===== config.mk =====
export PLATFORM = sky130hd
export DESIGN_NAME = seq_load_scheduler
export DESIGN_NICKNAME = d
export VERILOG_FILES = /design/src/rtl/seq_load_scheduler.sv
export SDC_FILE = /design/constraint.sdc
export NUM_CORES = 1
export LEC_CHECK = 0
export CORE_UTILIZATION = 50
export CTS_BUF_LIST = sky130_fd_sc_hd__clkbuf_4 sky130_fd_sc_hd__clkbuf_8
export CTS_CLUSTER_DIAMETER = 150
export CTS_CLUSTER_SIZE = 28
export DETAILED_ROUTE_END_ITERATION = 10
export PLACE_DENSITY = 0.79
export SYNTH_ARGS = -nofsm -noshare
export SYNTH_HDL_FRONTEND = slang
export SYNTH_SLANG_ARGS = --single-unit

===== constraint.sdc =====
create_clock -name clk -period 5.5 [get_ports clk]
set_input_delay 1.1 -clock clk [delete_from_list [all_inputs] [get_ports clk]]
set_output_delay 1.1 -clock clk [all_outputs]
set_load 0.05 [all_outputs]

===== src/rtl/seq_load_scheduler.sv =====
// ---------------------------------------------------------------------------
// seq_load_scheduler
//
// Loads a query sequence and then a database sequence from a byte-wide host
// stream, holds both stable, and steps an anti-diagonal index for a processing
// unit (PU) array until every diagonal has been handled.
//
// Ports
//   clk          : sole clock, rising-edge active
//   rst          : asynchronous, active-high reset
//   start        : single-cycle request to begin a new load (IDLE/DONE only)
//   data_in      : packed letters from the host, lowest letter in the low bits
//   data_valid   : data_in is valid this cycle
//   data_ready   : block accepts data_in this cycle (load states only)
//   query_seq    : loaded query sequence, letter i at bits [2i+1:2i]
//   db_seq       : loaded database sequence, same packing
//   load_done    : both sequences loaded and held stable
//   diag_advance : PU array finished the current diagonal
//   diag_idx     : current anti-diagonal index
//   diag_valid   : diag_idx is meaningful for the PU array
//   align_done   : all diagonals processed
// ---------------------------------------------------------------------------
module seq_load_scheduler #(
    parameter int SEQ_LENGTH    = 32,
    parameter int LETTER_WIDTH  = 2,
    parameter int INPUT_WIDTH   = 8,
    parameter int NUM_DIAGONALS = 31
) (
    input  logic                               clk,
    input  logic                               rst,
    input  logic                               start,
    input  logic [INPUT_WIDTH-1:0]             data_in,
    input  logic                               data_valid,
    output logic                               data_ready,
    output logic [SEQ_LENGTH*LETTER_WIDTH-1:0] query_seq,
    output logic [SEQ_LENGTH*LETTER_WIDTH-1:0] db_seq,
    output logic                               load_done,
    input  logic                               diag_advance,
    output logic [4:0]                         diag_idx,
    output logic                               diag_valid,
    output logic                               align_done
);

    // Derived geometry: one sequence is SEQ_BITS wide and arrives in
    // BYTES_PER_SEQ transfers, so the byte counter needs CNT_W bits.
    localparam int SEQ_BITS      = SEQ_LENGTH * LETTER_WIDTH;
    localparam int BYTES_PER_SEQ = SEQ_BITS / INPUT_WIDTH;
    localparam int CNT_W         = (BYTES_PER_SEQ > 1) ? $clog2(BYTES_PER_SEQ) : 1;

    localparam logic [CNT_W-1:0] CNT_LAST  = CNT_W'(BYTES_PER_SEQ - 1);
    localparam logic [CNT_W-1:0] CNT_ZERO  = CNT_W'(0);
    localparam logic [CNT_W-1:0] CNT_ONE   = CNT_W'(1);
    localparam logic [4:0]       DIAG_LAST = 5'(NUM_DIAGONALS - 1);
    localparam logic [4:0]       DIAG_ZERO = 5'd0;
    localparam logic [4:0]       DIAG_ONE  = 5'd1;

    localparam logic [2:0] ST_IDLE    = 3'd0;
    localparam logic [2:0] ST_LOAD_Q  = 3'd1;
    localparam logic [2:0] ST_LOAD_D  = 3'd2;
    localparam logic [2:0] ST_COMPUTE = 3'd3;
    localparam logic [2:0] ST_DONE    = 3'd4;

    logic [2:0]          state_r;
    logic [2:0]          state_s;
    logic [CNT_W-1:0]    cnt_r;
    logic [CNT_W-1:0]    cnt_s;
    logic [SEQ_BITS-1:0] query_r;
    logic [SEQ_BITS-1:0] query_s;
    logic [SEQ_BITS-1:0] db_r;
    logic [SEQ_BITS-1:0] db_s;
    logic [4:0]          diag_r;
    logic [4:0]          diag_s;

    // Writes one host transfer into slot 'slot' of a sequence; every other
    // slot keeps its previous contents.
    function automatic logic [SEQ_BITS-1:0] write_slot(
        input logic [SEQ_BITS-1:0]    seq,
        input logic [CNT_W-1:0]       slot,
        input logic [INPUT_WIDTH-1:0] byte_val
    );
        logic [SEQ_BITS-1:0] result;
        result = seq;
        for (int k = 0; k < BYTES_PER_SEQ; k++) begin
            if (slot == CNT_W'(k)) begin
                result[k*INPUT_WIDTH +: INPUT_WIDTH] = byte_val;
            end else begin
                result[k*INPUT_WIDTH +: INPUT_WIDTH] = seq[k*INPUT_WIDTH +: INPUT_WIDTH];
            end
        end
        return result;
    endfunction

    // Next-state and next-datapath logic for the load/compute sequencer.
    always_comb begin
        state_s = state_r;
        cnt_s   = cnt_r;
        query_s = query_r;
        db_s    = db_r;
        diag_s  = diag_r;
        case (state_r)
            ST_IDLE, ST_DONE: begin
                // A new request discards everything from the previous run.
                if (start) begin
                    state_s = ST_LOAD_Q;
                    cnt_s   = CNT_ZERO;
                    query_s = '0;
                    db_s    = '0;
                    diag_s  = DIAG_ZERO;
                end else begin
                    state_s = state_r;
                end
            end
            ST_LOAD_Q: begin
                // data_ready is 1 here, so data_valid alone marks a transfer.
                if (data_valid) begin
                    query_s = write_slot(query_r, cnt_r, data_in);
                    if (cnt_r == CNT_LAST) begin
                        state_s = ST_LOAD_D;
                        cnt_s   = CNT_ZERO;
                    end else begin
                        cnt_s = cnt_r + CNT_ONE;
                    end
                end else begin
                    cnt_s = cnt_r;
                end
            end
            ST_LOAD_D: begin
                if (data_valid) begin
                    db_s = write_slot(db_r, cnt_r, data_in);
                    if (cnt_r == CNT_LAST) begin
                        state_s = ST_COMPUTE;
                        cnt_s   = CNT_ZERO;
                        diag_s  = DIAG_ZERO;
                    end else begin
                        cnt_s = cnt_r + CNT_ONE;
                    end
                end else begin
                    cnt_s = cnt_r;
                end
            end
            ST_COMPUTE: begin
                // The last diagonal index is held on exit; it never wraps.
                if (diag_advance) begin
                    if (diag_r == DIAG_LAST) begin
                        state_s = ST_DONE;
                    end else begin
                        diag_s = diag_r + DIAG_ONE;
                    end
                end else begin
                    diag_s = diag_r;
                end
            end
            default: begin
                // Unreachable encodings fall back to a clean idle state.
                state_s = ST_IDLE;
                cnt_s   = CNT_ZERO;
                query_s = '0;
                db_s    = '0;
                diag_s  = DIAG_ZERO;
            end
        endcase
    end

    // State and datapath registers with asynchronous abort on rst.
    always_ff @(posedge clk or posedge rst) begin
        if (rst) begin
            state_r <= ST_IDLE;
            cnt_r   <= CNT_ZERO;
            query_r <= '0;
            db_r    <= '0;
            diag_r  <= DIAG_ZERO;
        end else begin
            state_r <= state_s;
            cnt_r   <= cnt_s;
            query_r <= query_s;
            db_r    <= db_s;
            diag_r  <= diag_s;
        end
    end

    // Status outputs are pure decodes of the registered state.
    assign data_ready = (state_r == ST_LOAD_Q) || (state_r == ST_LOAD_D);
    assign load_done  = (state_r == ST_COMPUTE) || (state_r == ST_DONE);
    assign diag_valid = (state_r == ST_COMPUTE);
    assign align_done = (state_r == ST_DONE);
    assign query_seq  = query_r;
    assign db_seq     = db_r;
    assign diag_idx   = diag_r;

endmodule


==> key figures <==
Yosys
  – Synth Area per Inst: 13.7 um2
  – Synth Register Bits: 139
  – Post-synth EDFFs: 0
  – Post-Syn Instances: 427
  – Seq/Total Area, Yosys: 0.593
  – Synthesized area: 0.00586 mm2
  – Most used DFF post-synth: dfrtp_1
  – Synth cell types: 42
  – Count of warnings emitted by yosys: 0
  – Syn_nets: 448
  – Async SR Flop Fraction: 1.00

Worst setup path
  – Crit path capture: load_done
  – Crit Path Category: register to output pin
  – CP endpoint kind: output pin
  – Crit path from: state_r[0]
  – Startpoint types: register
  – Cell mode on critical path: nand2_1
  – CP max stage delay: 0.80 ns
  – Critical path fanouts, max: 19
  – Reg2reg path depth: 4
  – Internal reg-to-reg setup slack: 3.24 ns
  – Worst r2r dst: query_seq[10]
  – WP data arrival: 2.93 ns
  – WP data required: 4.40 ns
  – Slowest-stage cell, CP: clkdlybuf4s50_1
  – CP cell instances: nor2b_2 > nand2_1 > nand2_1 > clkdlybuf4s50_1
  – Reg-to-Reg Start: state_r[0]

STA
  – Post-Route Skew: 0.0103 ns
  – Worst hold slack: 0.503 ns
  – Final setup fails: 0
  – Minimum clock period: 4.03 ns
  – Rel. slew slack: 0.395
  – Final hold vios: 0
  – Slew Limit Fails: 0
  – Setup_tns: 0 ns
  – Max Clk Rate: 248 MHz
  – Unrepaired setup endpoints after global routing: no
  – Final period util: 0.732
  – Setup WS post-layout: 1.47 ns
  – Tightest Pin Transition: 0.903 ns

Clock tree
  – Post-CTS resize count: 0
  – H-tree depth: 4
  – Reg clk slew, reported paths: 0.08 ns
  – Postcts setup bufs: 0
  – Clock Sink Count: 139
  – Clock latency at the later pin of the worst-skew pair: 0.43 ns
  – CTS tree: built
  – TritonCTS buffer count: 17
  – CTS max path bufs: 2
  – CTS hold repair buffers: 0
  – CTS Root Buffer Type: clkbuf_8

Power
  – Max IR drop VDD: 0.000427 V
  – Overall Power: 5.05 mW
  – Pleak: 3.63 nW
  – Power Density: 642 mW/mm2

Finish
  – Fin area: 0.00787 mm2
  – Area grow syn2layout: 34.2%
  – Antenna Cells: 0
  – # nets final: 602
  – Fin util: 0.689
  – Cell Count, Final, Fillers Out: 737
  – Share of layout cells above drive strength 1: 0.256

GRT
  – Largest net degree at the start of global routing: 96
  – Initial antenna violation count: 0
  – Overflow after GRT: 0
  – First-pass GRT wire length: 22500 um
  – GR Util All Layers: 0.256
  – Vias in the first global route: 4096

Drt
  – First-pass iteration count of the detailed router: 4
  – Via count: 4062
  – DRT iter0 DRCs: 209
  – Final ANT Viol Nets: 0
  – Post-DR vias/cell: 5.51
  – DRC viols: 0
  – Routed wire length: 14700 um
  – Post-DR wirelength/cell: 20.0 um

Placement
  – Pre-CTS WS: 1.96 ns
  – DP Area: 0.00746 mm2
  – RD Place Congestion: 0.839
  – Buffers added on ports: 149
  – Detailed placement HPWL: 10200 um
  – Dpl cells: 705

Floorplanning
  – Die Y: 110 um
  – Row count: 39
  – Core Footprint: 0.0114 mm2
  – IO Pins: 150
  – Die Footprint: 0.0122 mm2
  – Initial Util: 0.514
  – Die X: 110 um

Run
  – Max-Cap Viols: 0

Worst hold path
  – Min-Delay Path Class: register to register

Status
  – Outcome: complete, no violations
[synth_stat cells (3+ instances only)]
cell type | number | share of area
mux2_2 | 94 | 0.18
dfrtp_1 | 139 | 0.59
nand2_4 | 12 | 0.023
a21oi_2 | 4 | 0.0060
clkbuf_1 | 3 | 0.0019
o21ai_0 | 4 | 0.0034
nand2b_1 | 5 | 0.0053
mux2_1 | 3 | 0.0058
nor2_1 | 18 | 0.012
nand2_1 | 24 | 0.015
ha_1 | 8 | 0.017
nand3_1 | 6 | 0.0051
nor3_1 | 3 | 0.0026
o2bb2ai_1 | 3 | 0.0045
buf_4 | 3 | 0.0038
a22o_1 | 32 | 0.048
buf_2 | 6 | 0.0051
inv_1 | 8 | 0.0051
o21ai_1 | 4 | 0.0034
a21oi_1 | 19 | 0.016
[cells in the final DEF (no fill, tap or decap), types with 5 or more instances in the layout]
| cell type | n |
|---|---|
| mux2_2 | 94 |
| nor2_1 | 18 |
| nand2_4 | 12 |
| a22o_1 | 32 |
| a21oi_1 | 19 |
| nand2_1 | 24 |
| clkbuf_8 | 19 |
| nand2b_1 | 5 |
| nand3_1 | 6 |
| clkdlybuf4s50_1 | 149 |
| inv_1 | 7 |
| ha_1 | 8 |
| dfrtp_1 | 139 |
[state kept, by name, indices dropped and copies added, names as in the netlist]
name,cells
state_r,3
query_seq,64
cnt_r,3
db_seq,64
diag_idx,5
[critical path: cells and delay by family (launching register included)]
family / cells / cell delay (ns)
AND/OR/NAND/NOR: 3 / 0.94
flip-flops: 1 / 0.75
buffers and inverters: 1 / 0.80
[cells by family after synthesis]
| logic type | Yosys count | share of synthesized area |
|---|---|---|
| buf+inv | 24 | 0.0211 |
| mux | 97 | 0.186 |
| simple gates | 83 | 0.0841 |
| compound gates | 76 | 0.0984 |
| flops | 139 | 0.593 |
| fa+ha+maj | 8 | 0.0171 |
[how the worst min path moves through the flow]
stage	to	startpoint	slack (ns)	cells after the start
2_1_floorplan	cnt_r[0]	cnt_r[0]	0.56	1
5_1_grt	db_seq[50]	db_seq[50]	0.52	1
3_3_place_gp	query_seq[11]	query_seq[11]	0.47	1
3_5_place_dp	query_seq[56]	query_seq[56]	0.48	1
6_report	query_seq[11]	query_seq[11]	0.50	1
4_1_cts	query_seq[11]	query_seq[11]	0.51	1
[report_power, final]
part	switching [mW]	internal, mW	leakage (nW)
clock network	0.405	0.444	0.202
logic	1.73	0.924	1.59
registers	0.217	1.33	1.85
[final cells by class]
| type | instances | area [um2] |
|---|---|---|
| fill | 844 | 3550 |
| timing repair buffer | 150 | 1500 |
| tap | 143 | 179 |
| clock inverter | 11 | 134 |
| multi-input combinational | 264 | 2260 |
| inverter | 9 | 38.8 |
| clock buffer | 21 | 277 |
| sequential | 139 | 3480 |
[routing by layer]
metal | up-vias | global-route usage | part of all wire
met5 | - | 0 | 0
met4 | 0 | 0.0893 | 0.016
met3 | 17 | 0.0976 | 0.088
met2 | 141 | 0.415 | 0.48
met1 | 2057 | 0.314 | 0.42
li1 | 1847 | - | -
(Power assumes the default switching activity.)
